**config.mk**
```make
export PLATFORM = sky130hd
export DESIGN_NAME = io_in_i2f
export DESIGN_NICKNAME = d
export VERILOG_FILES = /design/src/rtl/io_in_i2f.sv
export SDC_FILE = /design/constraint.sdc
export NUM_CORES = 1
export LEC_CHECK = 0
export ABC_AREA = 1
export ABC_CLOCK_PERIOD_IN_PS = 4400
export CAP_MARGIN = 20
export CORE_MARGIN = 1.5
export CORE_UTILIZATION = 35
export CTS_CLUSTER_SIZE = 24
export DETAILED_ROUTE_END_ITERATION = 12
export GPL_ROUTABILITY_DRIVEN = 1
export SLEW_MARGIN = 20
export SYNTH_ARGS = -nofsm -noshare
export SYNTH_HDL_FRONTEND = slang
export SYNTH_HIERARCHICAL = 1
export SYNTH_SLANG_ARGS = --single-unit
```
**constraint.sdc**
```tcl
create_clock -name clk -period 4.4 [get_ports clk]
set_clock_uncertainty 0.1 [all_clocks]
set_input_delay 0.88 -clock clk [delete_from_list [all_inputs] [get_ports clk]]
set_output_delay 0.88 -clock clk [all_outputs]
set_load 0.005 [all_outputs]
```
**src/rtl/io_in_i2f.sv**
```systemverilog
// Converts signed fixed-point samples to packed float words, one normalisation shift per cycle, then queues them for the processor.
// Latency is k+2 edges from accept to FIFO. s_ready drops while converting, and a full FIFO holds the converter in CONV until a read frees a slot.
module io_fifo #(
    parameter int W     = 8,
    parameter int DEPTH = 4
) (
    input  logic         clk,
    input  logic         rst,
    input  logic         push,
    input  logic [W-1:0] push_dat,
    input  logic         pop,
    output logic [W-1:0] head_dat,
    output logic         empty,
    output logic         full
);
    localparam int AW = $clog2(DEPTH);

    logic [W-1:0]  mem [DEPTH];
    logic [AW-1:0] wr_ptr;
    logic [AW-1:0] rd_ptr;
    logic [AW:0]   count;

    // The caller only asserts push or pop when they are legal.
    // Power-of-two depth lets the pointers wrap naturally.
    always_ff @(posedge clk) begin
        if (rst) begin
            wr_ptr <= '0;
            rd_ptr <= '0;
            count  <= '0;
        end else begin
            if (push) wr_ptr <= wr_ptr + 1'b1;
            if (pop)  rd_ptr <= rd_ptr + 1'b1;
            case ({push, pop})
                2'b10:   count <= count + 1'b1;
                2'b01:   count <= count - 1'b1;
                default: ;
            endcase
        end
    end

    always_ff @(posedge clk) begin
        if (push) mem[wr_ptr] <= push_dat;
    end

    assign head_dat = mem[rd_ptr];
    assign empty    = (count == '0);
    assign full     = (count == (AW+1)'(DEPTH));
endmodule

module io_in_i2f #(
    parameter int NBMANT    = 16,
    parameter int NBEXPO    = 6,
    parameter int NBIN      = 16,
    parameter int FRAC      = 0,
    parameter int FDEPTH    = 4,
    parameter int NUIOIN    = 8,
    parameter int PORT_ADDR = 0
) (
    input  logic                       clk,
    input  logic                       rst,
    input  logic [NBIN-1:0]            s_data,
    input  logic                       s_valid,
    output logic                       s_ready,
    input  logic                       req_in,
    input  logic [$clog2(NUIOIN)-1:0]  addr_in,
    output logic [NBMANT+NBEXPO:0]     io_in,
    output logic                       empty,
    output logic                       rd_err
);
    localparam int AW   = $clog2(NUIOIN);
    localparam int MAGW = (NBIN > NBMANT) ? NBIN : NBMANT;
    localparam int EMIN = -FRAC - (NBMANT - 1);
    localparam int EMAX = NBIN - NBMANT - FRAC;
    localparam int ELO  = -(2 ** (NBEXPO - 1));
    localparam int EHI  = (2 ** (NBEXPO - 1)) - 1;
    localparam logic [NBEXPO-1:0] EXP_INIT = NBEXPO'(-FRAC);

    if (EMIN < ELO || EMAX > EHI) begin : g_bad_expo
        $error("io_in_i2f: exponent range does not fit in NBEXPO bits");
    end
    if (FDEPTH < 2 || (FDEPTH & (FDEPTH - 1)) != 0) begin : g_bad_depth
        $error("io_in_i2f: FDEPTH must be a power of two >= 2");
    end

    typedef struct packed {
        logic              sign;
        logic [NBEXPO-1:0] expo;
        logic [NBMANT-1:0] mant;
    } fword_t;

    typedef enum logic {IDLE, CONV} state_t;

    state_t            state;
    state_t            state_nxt;
    logic              sign_r;
    logic [MAGW-1:0]   mag_r;
    logic [NBEXPO-1:0] exp_r;
    logic [NBIN-1:0]   s_abs;
    logic              mag_zero;
    logic              mag_big;
    logic              mag_low;
    logic              conv_done;
    logic              conv_en;
    logic              hit;
    logic              push;
    logic              pop;
    logic              fifo_empty;
    logic              fifo_full;
    fword_t            push_word;
    fword_t            head;
    fword_t            last_rd;

    // Unsigned NBIN-bit negate: the most negative input maps to 2^(NBIN-1).
    assign s_abs     = s_data[NBIN-1] ? (~s_data + 1'b1) : s_data;
    assign mag_zero  = (mag_r == '0);
    assign mag_big   = |(mag_r >> NBMANT);
    assign mag_low   = ~mag_r[NBMANT-1];
    assign conv_done = mag_zero | (~mag_big & ~mag_low);

    assign hit  = req_in && (addr_in == AW'(PORT_ADDR));
    assign pop  = hit & ~fifo_empty;
    assign push = conv_en & conv_done & (~fifo_full | pop);

    always_comb begin
        push_word = '0;
        if (!mag_zero) begin
            push_word.sign = sign_r;
            push_word.expo = exp_r;
            push_word.mant = mag_r[NBMANT-1:0];
        end
    end

    always_ff @(posedge clk) begin
        if (rst) state <= IDLE;
        else     state <= state_nxt;
    end

    always_comb begin
        state_nxt = state;
        case (state)
            IDLE:    if (s_valid) state_nxt = CONV;
            CONV:    if (push)    state_nxt = IDLE;
            default: state_nxt = IDLE;
        endcase
    end

    always_comb begin
        s_ready = (state == IDLE);
        conv_en = (state == CONV);
    end

    // A stalled, already-normalised value needs no register update, so it simply holds.
    always_ff @(posedge clk) begin
        if (rst) begin
            sign_r <= 1'b0;
            mag_r  <= '0;
            exp_r  <= '0;
        end else if (s_ready && s_valid) begin
            sign_r <= s_data[NBIN-1];
            mag_r  <= MAGW'(s_abs);
            exp_r  <= EXP_INIT;
        end else if (conv_en && !mag_zero) begin
            if (mag_big) begin
                mag_r <= mag_r >> 1;
                exp_r <= exp_r + 1'b1;
            end else if (mag_low) begin
                mag_r <= mag_r << 1;
                exp_r <= exp_r - 1'b1;
            end
        end
    end

    always_ff @(posedge clk) begin
        if (rst) begin
            last_rd <= '0;
            rd_err  <= 1'b0;
        end else begin
            rd_err <= hit & fifo_empty;
            if (pop) last_rd <= head;
        end
    end

    io_fifo #(
        .W     ($bits(fword_t)),
        .DEPTH (FDEPTH)
    ) u_fifo (
        .clk      (clk),
        .rst      (rst),
        .push     (push),
        .push_dat (push_word),
        .pop      (pop),
        .head_dat (head),
        .empty    (fifo_empty),
        .full     (fifo_full)
    );

    assign empty = fifo_empty;
    assign io_in = fifo_empty ? last_rd : head;
endmodule

```
Yosys cells after proc, flatten, opt, wreduce, memory -nomap -nowiden
Memory sizes are Yosys's and may differ from the RTL's. A register that Yosys moved wholly into a read port is not among the register bits. Index checks and enable logic that the tools add are counted.

Register bits after elaboration: 55. Word-level logic and storage cells: 60. RAM bits: 92. Memories: 1. Output and inout bits: 26. Input bits: 23.

Memory list: u_fifo.mem (words 4, bits a word 23, rd ports 1, clocked after memory_dff 1, write ports 1, line 18) `logic [W-1:0] mem [DEPTH];`.

Equal/unequal tests: 4. Reductions and logical operators: 12. Multiplexer cells: 14. Bitwise operators: 11. Add/sub/neg operators: 6.

Operator list (count): 2-to-1 mux 16 bit (4); 2-to-1 mux 23 bit (2); adder 16 x 1 -> 16 bit (second input constant) (1); zero test 16 bit (1); inverter 16 bit (1); zero test 3 bit (2); one-hot mux 3 bit (2 select lines) (1); subtractor 6 x 1 -> 6 bit (second input constant) (1); adder 2 x 1 -> 2 bit (second input constant) (2); AND 1 bit (4); 2-to-1 mux 1 bit (4); 2-to-1 mux 2 bit (2); inverter 1 bit (4); AND reduction 2 bit (2); nonzero test 2 bit (2); adder 3 x 1 -> 3 bit (second input constant) (1); == test 3 bit (second input constant) (1); logical AND 1 bit (3); subtractor 3 x 1 -> 3 bit (second input constant) (1); == test 2 x 1 -> 1 bit (second input constant) (1); == test 2 bit (second input constant) (1); inequality test 2 x 1 -> 1 bit (second input constant) (1); bitwise OR 1 bit (2); one-hot mux 1 bit (2 select lines) (1); 2 further kinds (2).

Longest topological paths before layout
Word-level depth: 7. Depth in mapped cells: 17. Gate-level depth less buffers: 17.

By module
The synthesis kept the hierarchy.

By module, submodules not included: io_fifo (cells each 280, seq. area each 2942.8 sq um, instances 1, area an instance 4184.0 sq um); io_in_i2f (cells each 479, seq. area each 960.9 sq um, instances 1, area an instance 2876.5 sq um).

Worst setup path after synthesis
No wires, ideal clock.

Path kind: input -> register. From: in addr_in[1]. To: reg u_fifo.count[1]. Slack: 1.699 ns. Data required time: 4.230 ns. Stages on the path: 9. Setup time: 0.070 ns. Buffers on the path: 1. Data arrival time: 2.531 ns. Cells stage by stage: nor2_1 nand3_1 clkbuf_1 a21oi_1 inv_2 ha_1 inv_1 fa_1 a21oi_1.

Longest elaborated chain between the ends: 7. Elaborated cells between the ends (all ways): 9. Those cells by class: eq/ne: 2; mux: 1; bitwise: 3; reduce/logical: 3.

Ends and longest elaborated chain: start: declaration (line 65) `input logic [$clog2(NUIOIN)-1:0] addr_in,`; zero test 3 bit (*) (line 120) `assign hit = req_in && (addr_in == AW'(PORT_ADDR));`; logical AND 1 bit (*) (line 120); AND 1 bit (*) (line 121) `assign pop = hit & ~fifo_empty;`; bitwise OR 1 bit (*) (line 122) `assign push = conv_en & conv_done & (~fifo_full | pop);`; AND 1 bit (*) (line 122); via push (line 105) `logic push;`; == test 2 x 1 -> 1 bit or == test 2 bit (tied branches) (line 33) `case ({push, pop})`; one-hot mux 3 bit (2 select lines) or nonzero test 2 bit (tied branches); end signal: assignment (line 34) `2'b10: count <= count + 1'b1;`; end signal: assignment (line 35) `2'b01: count <= count - 1'b1;`; end: declaration (line 21) `logic [AW:0] count;`.

The timed path passes the listed nets; every way through them passes the cells marked *. A chain may end at the register's enable or synchronous reset.

==> out/qor.yml <==
synthesis:
  ys_seq_area_share_pct: 55.3
  yosys_register_bits: 149
  ys_types: 34
  yosys-mux-area-fraction_pct: 0
  synth_nets: 790
  yosysWarnings: 6
  synth_area_per_cell_um2: 9.30
  synth_area_um2: 7060
  synth_top_family_by_area: "simple AND/OR/NAND/NOR gates"
  synth-compound-area-share_pct: 15.9
  synthSimpleGateAreaFrac_pct: 17.8
  netlist_instances: 759
  synthAdderAreaFrac_pct: 1.52
  synth-xor-area-share_pct: 0.496
drt:
  drtIter0Drc: 386
  firstDrtPassIters: 5
  post-route-drc-count: 0
  vias: 4927
  viasPerCell: 4.64
  ant_nets: 0
  routed_wl_um: 14200
  wire_per_inst_um: 13.4
cts:
  cts_hold_buf: 0
  clock_latency_ns: 0.42
  cts_buffer_depth: 2
  clock-sinks: 149
  h-tree-depth: 4
  clk_transition_reported_paths_ns: 0.06
  root_buffer: "clkbuf_16"
  ctsResizeCount: 0
  post_cts_buffers: 0
  cts_tree: "built"
  cts_buffers: 17
timing:
  setup_violations: 0
  hold_viol_final: 0
  final_max_slew_viol_count: 0
  worst_pin_slew_ns: 0.658
  rsz0062_at_grt: "false"
  max_freq_mhz: 288
  setup_tns_ns: 0
  fin_crit_ns: 3.48
  maxSlewHeadroom_pct: 56.0
  finalCritPeriodShare_pct: 79.0
final_layout:
  finalNetCount: 815
  multi_input_area_um2: 2520
  drive_gt1_share_pct: 14.3
  fin_cells: 1062
  area_growth_pct: 15.7
  n_antenna_cell: 0
  n_fill_cell: 1944
  regArea_um2: 3900
  final_cell_mix: "nand2_1 (117), nor2_1 (101), o21ai_0 (94)"
  final_common_cell: "nand2_1"
grt:
  grt_pass1_vias: 4546
  grt_max_degree: 48
  grt_use_total_pct: 14.3
  overflow: 0
  grt_pass1_wl_um: 23600
  antenna_found_initial: 0
die:
  die_area_um2: 21000
  num_rows: 51
  die_y_um: 145
  core_um2: 19700
  chipWidth_um: 145
  io_pins: 49
  start_util_pct: 35.9
setup_path:
  crit_type: "register to output pin"
  cp_data_arrival_time_ns: 2.50
  critPathLaunchType: "register"
  cp_max_fo: 23
  end_kind: "output pin"
  cp.required_ns: 3.42
placement:
  dpl.hpwl_um: 9170
  globalplace.congestion: 0.793
  dp.cells: 1030
  numPortBuffers: 48
pwr:
  p_per_area_nw_per_um2: 415
  p_leak_uw: 0.00299
  vdd_drop_max_mv: 0.271
hold_path:
  min_path_type: "register to register"
status:
  status: "finished, final reports clean"
flow_run:
  maxCapViolCount: 0
synthesized netlist by cell type, drive strengths merged:
master	instances	share of area, %
fa	1	0.28
ha	7	1.2
inv	78	4.4
a21oi	48	3.5
or2	1	0.089
clkbuf	32	1.9
o22ai	24	3.5
nor2	127	8.2
dlymetal6s2s	1	0.18
dfxtp	57	16
o21ai	113	8.9
nand4	7	0.62
edfxtp	92	39
nand3	27	2.1
nand2	121	6.6
nor3	2	0.14
buf	17	2.6
xor2	4	0.50
report_power, final:
part / leakage (uW) / switching [uW] / total [uW] / internal (uW)
sequential: 0.00131 / 54.6 / 1610 / 1560
clock: 0.000254 / 561 / 1360 / 804
combinational: 0.00142 / 250 / 418 / 167
logic make-up after synthesis:
group                    Yosys count
buffers and inverters            128
AO/OA/AOI/OAI                    185
adder cells (fa/ha/maj)            8
XOR/XNOR                           4
AND/OR/NAND/NOR                  285
flip-flops                       149
stage by stage:
stage / cell area [um2] / util (%) / total power (uW) / hold slack (ns) / setup WS (ns)
after floorplan: 7060 / - / 1920 / 0.312 / 1.70
after detailed placement: 7610 / 38.7 / 2060 / 0.336 / 1.20
after global placement: 7610 / 38.7 / 2060 / 0.332 / 1.04
after CTS: 8170 / 41.6 / 3430 / 0.345 / 0.879
final: 8170 / 41.6 / 3390 / 0.343 / 0.922
after global routing: 8170 / 41.6 / 3550 / 0.361 / 0.700
layer usage:
metal | track usage (%) | routed length, um | part of all wire [%] | vias to the layer above
li1 | - | - | - | 2580
met1 | 20.2 | 7400 | 52 | 2227
met2 | 21.5 | 6020 | 42 | 101
met3 | 2.89 | 554 | 3.9 | 19
met4 | 5.72 | 225 | 1.6 | 0
met5 | 0 | 0 | 0 | -
path summary, 6_finish.rpt:
path                                                   start                           end  slack, ns  cells past startpoint
worst min-delay path                 last_rd[7]$_SDFFE_PP0P_       last_rd[7]$_SDFFE_PP0P_       0.34                      2
worst max-delay path                                register                     io_in[14]       0.92                      6
worst min register to register       last_rd[7]$_SDFFE_PP0P_       last_rd[7]$_SDFFE_PP0P_       0.34                      2
worst max register to register  u_fifo/count[1]$_SDFFE_PP0P_  u_fifo/count[1]$_SDFFE_PP0P_       1.54                      9
flip-flops by register name, summed over array words and instances (netlist names), named ones only:
signal         flops
conv_en            1
rd_err             1
u_fifo/rd_ptr      2
u_fifo/count       3
last_rd           23
u_fifo/mem        92
exp_r              6
u_fifo/wr_ptr      2
mag_r             16
sign_r             1
worst max-delay path, cell delays in order, from the launching register on:
cell and delay (ns):
dfxtp_1 0.41, inv_2 0.50, o21ai_0 0.23, o22ai_2 0.21, nand2_1 0.08, o21ai_0 0.11
clkdlybuf4s50_1 0.53
area by class of cell:
| cell class | count | share of cell area, % |
|---|---|---|
| flip-flops and latches | 149 | 47.8 |
| multi-input cells | 482 | 30.9 |
| repair buffers | 56 | 6.62 |
| clock buffers | 20 | 5.59 |
| well taps | 265 | 4.06 |
| inverters | 78 | 3.77 |
| clock inverters | 12 | 1.29 |
No activity file was read; power rests on OpenSTA's default activity.
